File: src/rtl/mul_pkg.sv
// Shared definitions for the sequential shift-add multiplier: FSM state
// encodings and the default operand width.
package mul_pkg;

    typedef enum logic [1:0] {
        IDLE = 2'd0,
        RUN  = 2'd1,
        DONE = 2'd2
    } state_t;

    localparam int W_DEFAULT = 5;

endpackage

File: src/rtl/lf_add.sv
// W-bit Ladner-Fischer (minimum-depth / Sklansky form) prefix adder with carry-in
// and a W+1-bit sum; the only arithmetic resource of the multiplier.
module lf_add #(
    parameter int W = 5
) (
    input  logic [W-1:0] x,
    input  logic [W-1:0] y,
    input  logic         cin,
    output logic [W:0]   s
);
    localparam int L = (W > 1) ? $clog2(W) : 1;
    localparam int IW = L;

    logic [W-1:0] hp;
    logic [W-1:0] g;
    logic [W-1:0] pp;
    logic [W-1:0] gn;
    logic [W-1:0] pn;
    logic [W-1:0] cvec;

    assign hp = x ^ y;

    always_comb begin
        g  = x & y;
        pp = hp;
        gn = '0;
        pn = '0;
        // Bit 0 absorbs the carry-in so every group generate already includes it.
        g[0] = (x[0] & y[0]) | (hp[0] & cin);
        for (int lv = 0; lv < L; lv++) begin
            gn = g;
            pn = pp;
            for (int i = 0; i < W; i++) begin
                if (((i >> lv) & 1) == 1) begin
                    int j;
                    j = ((i >> lv) << lv) - 1;
                    gn[i[IW-1:0]] = g[i[IW-1:0]] | (pp[i[IW-1:0]] & g[j[IW-1:0]]);
                    pn[i[IW-1:0]] = pp[i[IW-1:0]] & pp[j[IW-1:0]];
                end
            end
            g  = gn;
            pp = pn;
        end
    end

    assign cvec = {g[W-2:0], cin};
    assign s    = {g[W-1], hp ^ cvec};

endmodule

File: src/rtl/seq_mul5_ctrl.sv
// Sequential W x W unsigned shift-add multiplier with valid/ready handshakes.
// Optional SEQ_MUL5_ZERO_BYPASS_EN: zero operands skip RUN and finish at once.
module seq_mul5_ctrl
    import mul_pkg::*;
#(
    parameter int W = W_DEFAULT
) (
    input  logic           clk,
    input  logic           rst_n,
    input  logic           in_valid,
    output logic           in_ready,
    input  logic [W-1:0]   a,
    input  logic [W-1:0]   b,
    output logic           out_valid,
    input  logic           out_ready,
    output logic [2*W-1:0] p,
    output logic           busy
);
    localparam int CW = $clog2(W);

    state_t         state;
    state_t         state_nxt;
    logic [W-1:0]   m_r;
    logic [W-1:0]   acc_r;
    logic [W-1:0]   q_r;
    logic [CW-1:0]  cnt_r;
    logic [2*W-1:0] p_r;

    logic           load;
    logic           step;
    logic           last;
    logic           zero_hit;
    logic [W-1:0]   addend;
    logic [W:0]     sum;
    logic [2*W-1:0] shifted;

    assign addend  = q_r[0] ? m_r : '0;
    assign shifted = {sum, q_r[W-1:1]};
    assign last    = (cnt_r == CW'(W - 1));
    assign p       = p_r;

    lf_add #(.W(W)) u_add (
        .x   (acc_r),
        .y   (addend),
        .cin (1'b0),
        .s   (sum)
    );

`ifdef SEQ_MUL5_ZERO_BYPASS_EN
    assign zero_hit = (a == '0) || (b == '0);
`else
    assign zero_hit = 1'b0;
`endif

    always_ff @(posedge clk or negedge rst_n) begin
        if (!rst_n) begin
            state <= IDLE;
        end else begin
            state <= state_nxt;
        end
    end

    always_comb begin
        state_nxt = state;
        in_ready  = 1'b0;
        out_valid = 1'b0;
        busy      = 1'b1;
        load      = 1'b0;
        step      = 1'b0;
        case (state)
            IDLE: begin
                in_ready = 1'b1;
                busy     = 1'b0;
                if (in_valid) begin
                    load      = 1'b1;
                    state_nxt = zero_hit ? DONE : RUN;
                end
            end
            RUN: begin
                step = 1'b1;
                if (last) begin
                    state_nxt = DONE;
                end
            end
            DONE: begin
                // in_ready stays low here, so a new pair is never taken on the release edge.
                out_valid = 1'b1;
                if (out_ready) begin
                    state_nxt = IDLE;
                end
            end
            default: begin
                state_nxt = IDLE;
            end
        endcase
    end

    always_ff @(posedge clk or negedge rst_n) begin
        if (!rst_n) begin
            m_r   <= '0;
            acc_r <= '0;
            q_r   <= '0;
            cnt_r <= '0;
            p_r   <= '0;
        end else if (load) begin
            m_r   <= a;
            q_r   <= b;
            acc_r <= '0;
            cnt_r <= '0;
            if (zero_hit) begin
                p_r <= '0;
            end
        end else if (step) begin
            // Carry out of the adder becomes the new MSB of A as {A,Q} shifts right.
            {acc_r, q_r} <= shifted;
            cnt_r        <= cnt_r + CW'(1);
            if (last) begin
                p_r <= shifted;
            end
        end
    end

endmodule
File: config.mk
export PLATFORM = sky130hd
export DESIGN_NAME = seq_mul5_ctrl
export DESIGN_NICKNAME = d
export VERILOG_FILES = /design/src/rtl/mul_pkg.sv /design/src/rtl/lf_add.sv /design/src/rtl/seq_mul5_ctrl.sv
export SDC_FILE = /design/constraint.sdc
export NUM_CORES = 1
export LEC_CHECK = 0
export ABC_AREA = 1
export CORE_MARGIN = 1.5
export CORE_UTILIZATION = 45
export CTS_CLUSTER_DIAMETER = 40
export DETAILED_ROUTE_END_ITERATION = 10
export HOLD_SLACK_MARGIN = 0.06
export PLACE_DENSITY_LB_ADDON = 0.1
export SKIP_LAST_GASP = 1
export SLEW_MARGIN = 25
export SYNTH_ARGS = -nofsm -noshare
export SYNTH_HDL_FRONTEND = slang
export SYNTH_HIERARCHICAL = 1
export SYNTH_SLANG_ARGS = --single-unit
File: constraint.sdc
create_clock -name clk -period 3.1 [get_ports clk]
set_input_delay 0.775 -clock clk [delete_from_list [all_inputs] [get_ports clk]]
set_output_delay 0.775 -clock clk [all_outputs]
set_load 0.1 [all_outputs]
* Yosys cells after proc, flatten, opt, wreduce, memory -nomap -nowiden
Cells that the tools add are included. Widths: inputs -> output; s select.
Operators by class: add/sub/neg operators 1, equality and inequality tests 6, mux-type cells 17, bitwise operators 16, reduce and logical (&&, ||, !) cells 4
Operators by type and width (number):
- $mux 5 | 5
- $xor 5x5->5 | 2
- $and 1x1->1 | 7
- $mux 1 | 6
- $mux 2 | 3
- $mux 3 | 2
- $ne 2x2->1 const B | 3
- $pmux 2 s3 | 1
- $reduce_and 3->1 | 2
- $and 5x5->5 | 1
- $or 1x1->1 | 5
- $add 3x1->3 const B | 1
- $eq 3x3->1 const B | 1
- $eq 2x1->1 const B | 1
- $eq 2x2->1 const B | 1
- $logic_not 2->1 | 1
- $reduce_bool 2->1 | 1
- $not 1->1 | 1
Storage, ports and cells: register bits after elaboration 30, input port bits 14, output and inout bits 13, word-level logic and storage cells 50

* Depth between registers and ports, before layout
depth after elaboration 10, gate-level depth with buffers 13, depth with buffers taken out 13

* Modules after synthesis
The synthesis kept the hierarchy.
Modules (own cells, without submodules):
- seq_mul5_ctrl | times used 1, cells an instance 157, area an instance 1288.7 µm², seq. area each 750.7 µm²
- lf_add | times used 1, cells an instance 27, area an instance 191.4 µm², seq. area each 0.0 µm²

* Worst setup path before layout
No wires, ideal clock.
kind reg2out, start point register state[0], end point output out_valid, data arrival time 1696 ps, data required time 2325 ps, setup slack 629 ps, cell stages (with the launch flop) 2, buffers on the path 0, path through dfrtp_1 nor2_1
Between the ends: longest elaborated chain between the ends 2
Ends and longest elaborated chain:
- start: declaration | line seq_mul5_ctrl.sv:21 | state_t state;
- start signal: assignment | line seq_mul5_ctrl.sv:59 | state <= state_nxt;
- $eq 2x2->1 | line seq_mul5_ctrl.sv:70 | case (state)
- $mux 1 | line seq_mul5_ctrl.sv:70
- end: declaration | line seq_mul5_ctrl.sv:14 | output logic out_valid,
No other way between the ends.

* Final worst setup path
start point register q_r[0], end point register p_r[8] (netlist: p[8])
Between the ends: longest elaborated chain between the ends 7, elaborated cells on any way between the ends 12, those cells by class mux (1); bitwise (11)
Ends and longest elaborated chain:
- start: declaration | line seq_mul5_ctrl.sv:25 | logic [W-1:0] q_r;
- start signal: assignment | line seq_mul5_ctrl.sv:115 | {acc_r, q_r} <= shifted;
- $mux 5 | line seq_mul5_ctrl.sv:37 | assign addend = q_r[0] ? m_r : '0;
- named net addend[0] | line seq_mul5_ctrl.sv:33 | logic [W-1:0] addend;
- $and 1x1->1 | line lf_add.sv:29 | g[0] = (x[0] & y[0]) | (hp[0] & cin);
- $and 1x1->1 | line lf_add.sv:37 | gn[i[IW-1:0]] = g[i[IW-1:0]] | (pp[i[IW-1:0]] & g[j[IW-1:0]]);
- $or 1x1->1 | line lf_add.sv:37
- $and 1x1->1 | line lf_add.sv:37
- $or 1x1->1 | line lf_add.sv:37
- $xor 5x5->5 | line lf_add.sv:47 | assign s = {g[W-1], hp ^ cvec};
- named net sum[4] | line seq_mul5_ctrl.sv:34 | logic [W:0] sum;
- end signal: assignment | line seq_mul5_ctrl.sv:118 | p_r <= shifted;
- end: declaration | line seq_mul5_ctrl.sv:27 | logic [2*W-1:0] p_r;
The timed path passes the listed nets, and every way through them passes these cells. A chain may end at the register's enable or synchronous reset.

==> results by group <==
Synthesis
  • Yosys warns: 6
  • Top-count cell post-synth: nand2_1
  • Post-synth ARST share: 100%
  • Syn avg cell area: approximately 8.0 sq um
  • Synth Register Bits: 30
  • Post-synth EDFFs: 0
  • Commonest cells in the netlist: 88 x nand2_1, 30 x dfrtp_1, 27 x inv_1
  • Yosys top cell area share: 50.7%
  • Synth unique cells: 18
  • Seq/Total Area, Yosys: 50.7%
  • Post-Synthesis Cells: 184
  • Syn_nets: 206
  • Synth area leader: dfrtp_1
  • Ys flop type: dfrtp_1
  • Ranking of synthesized cells by area: dfrtp_1 51%, nand2_1 22%, inv_1 6.8%, fa_1 5.4%, nand3_1 5.1%
  • Post-Syn Area: 0.00148 sq mm

Worst setup path
  • Worst r2r dst: p[8]$_DFFE_PN0P_
  • Worst Setup Start Kind: register
  • Crit Path Class: reg2reg
  • CP Max Fanout: 6
  • Crit path largest cell delay: approximately 470 ps
  • CP top delay family: adder cells
  • CP Data Required Time: 3310 ps
  • CP bufs+invs: 4
  • CP max-delay cell: fa_1
  • Cell Chain, Critical Path: nand2_1 > inv_1 > inv_1 > fa_1 > fa_1 > inv_1 > nand2_1 > nand2_1 > nand2_1 > fa_1 > inv_1 > nand2_1 > nand2_1
  • R2r setup slk: 720 ps
  • Reg2reg path depth: 13
  • Setup crit end kind: register
  • Arr. time, crit path: between 2000 and 3000 ps
  • Worst flop-to-flop path startpoint: q_r[0]$_DFFE_PN0P_
  • Cell mode on critical path: nand2_1

STA
  • Period minus WS final: approximately 2400 ps
  • Hold Fails Final Rpt: 0
  • Final Setup Violations: 0
  • Final period util: 76.8%
  • RSZ-0062 raised after global routing: no
  • Final Skew: 14.7 ps
  • Max-slew headroom: a little over three fifths
  • Slew @ Worst Pin: roughly 550 ps
  • Fmax: 0.420 GHz
  • Slew Viols, Final: 0
  • Total negative slack: 0 ps

Die
  • Initial Util: about half
  • Die height: 60.4 um
  • Die ar.: between 0.003 and 0.004 sq mm
  • Top Ports: 27
  • CORE AREA: 0.00308 sq mm
  • Die X: 60.4 um
  • Site row count: 20

Drt
  • First-pass iteration count of the detailed router: 4
  • Avg WL per Cell: 11.0 um
  • First DRT Iteration DRCs: 28
  • Routed Antenna Nets: 0
  • Average via count per standard cell: roughly 4.7
  • Total number of vias: 1229
  • Total wire length: 2860 um
  • Drt drc: 0

Global route
  • Largest net degree at the start of global routing: 31
  • Vias in the first global route: 1177
  • Tot GR Track Use: 18.3%
  • GRT Residual Overflow: 0
  • Initial antenna violation count: 0
  • First-pass GRT wire length: about 4900 um

Place
  • Input/output buffers: 26
  • Placer Congestion: between 0.7 and 0.8
  • DPL Wire Length: 2160 um
  • Inst Count DP: 251

Finish
  • Post-route insts no fill: 259
  • Diode count: 0
  • # nets final: 236
  • Layout cells sized above 1: 11.2%
  • Filler instances: 284
  • Synth-to-layout area growth: 22.2%

Job
  • Max-cap violations: 0

Clocking
  • CTS tree: yes
  • Post_cts resized: 0
  • CTS H-tree lvls: 2
  • # clock sinks: 30
  • Clock insertion delay at the later pin of the skew report: 320 ps
  • Hold_buf cts: 0
  • CTS Buffer Depth: 2
  • Post-CTS repair timing setup buffer count: 0
  • Root Buffer: clkbuf_4
  • Total CTS buffers: 5
  • Clock transition at the registers of the reported paths: 90 ps

Hold path
  • Worst Min Path Start: p[6]$_DFFE_PN0P_
  • WHS Endpoint: p[6]$_DFFE_PN0P_
  • Hold Path Depth: 2
  • Worst Hold Class: reg2reg

Run status
  • Outcome: finished clean
sequential cells by signal (all words and copies together) (netlist names):
name and flops:
q_r 5, state 2, cnt_r 3, p 10, acc_r 5, m_r 5
worst register-to-register path: stages, from the launching register on:
cell	delay, ps
dfrtp_1	430
nand2_1	80
inv_1	60
inv_1	50
fa_1	430
fa_1	410
inv_1	70
nand2_1	40
nand2_1	50
nand2_1	60
fa_1	470
inv_1	50
nand2_1	50
nand2_1	50
logic make-up (layout without fill, tap and decap cells):
logic type / Yosys count / in the layout / synth area share, %
compound gates: 3 / 3 / 1.44
simple gates: 109 / 109 / 29.4
other cells: 1 / 1 / 0.253
xor+xnor: 1 / 1 / 0.592
fa+ha+maj: 8 / 8 / 8.79
buf+inv: 32 / 63 / 8.79
flops: 30 / 30 / 50.7
placed cells by master (no fill, tap or decap), drive strengths merged, types with 2 or more instances in the layout:
cell type | netlist | routed
buf | 5 | 15
clkbuf | 0 | 7
clkdlybuf4s50 | 0 | 13
dfrtp | 30 | 30
fa | 4 | 4
ha | 4 | 4
inv | 27 | 27
nand2 | 88 | 88
nand3 | 15 | 15
nor2 | 4 | 4
o21ai | 2 | 2
worst max path at each step:
stage	depth (start not counted)	startpoint	slack [ps]	end
after floorplan	1	state[0]$_DFFE_PN0P_	630	out_valid
after global placement	13	q_r[0]$_DFFE_PN0P_	770	p[8]$_DFFE_PN0P_
after global routing	13	q_r[0]$_DFFE_PN0P_	540	p[8]$_DFFE_PN0P_
after CTS	13	q_r[0]$_DFFE_PN0P_	710	p[8]$_DFFE_PN0P_
final	13	q_r[0]$_DFFE_PN0P_	720	p[8]$_DFFE_PN0P_
after detailed placement	13	q_r[0]$_DFFE_PN0P_	710	acc_r[3]$_DFFE_PN0P_
cell type report:
type                       instances  area [sq um]  share of cell area (%)
sequential                        30           751                    41.5
tap                               44          55.1                    3.04
timing repair buffer              28           243                    13.4
clock buffer                       7          55.1                    3.04
clock inverter                     1          5.00                   0.277
inverter                          27           101                    5.60
multi-input combinational        122           599                    33.1
layer usage:
layer  wire, um  track usage (%)  share of wire (%)  vias up
met1       1340             22.9                 47      584
met2       1310             30.6                 46       35
li1           -                -                  -      603
met4         42             7.30                1.5        0
met5          0                0                  0        -
met3        159             4.48                5.6        7
per-stage QoR:
stage	hold WS, ps	instance area (sq um)	utilization (%)	setup slack, ps
after floorplan	442	1480	-	629
after global placement	455	1750	56.8	774
after CTS	483	1810	58.8	706
after detailed placement	460	1750	56.8	708
after global routing	502	1810	58.8	541
final	477	1810	58.8	719
Power is not shown: default switching activity piles up to over one toggle a cycle in this logic, so the estimate is an artifact.
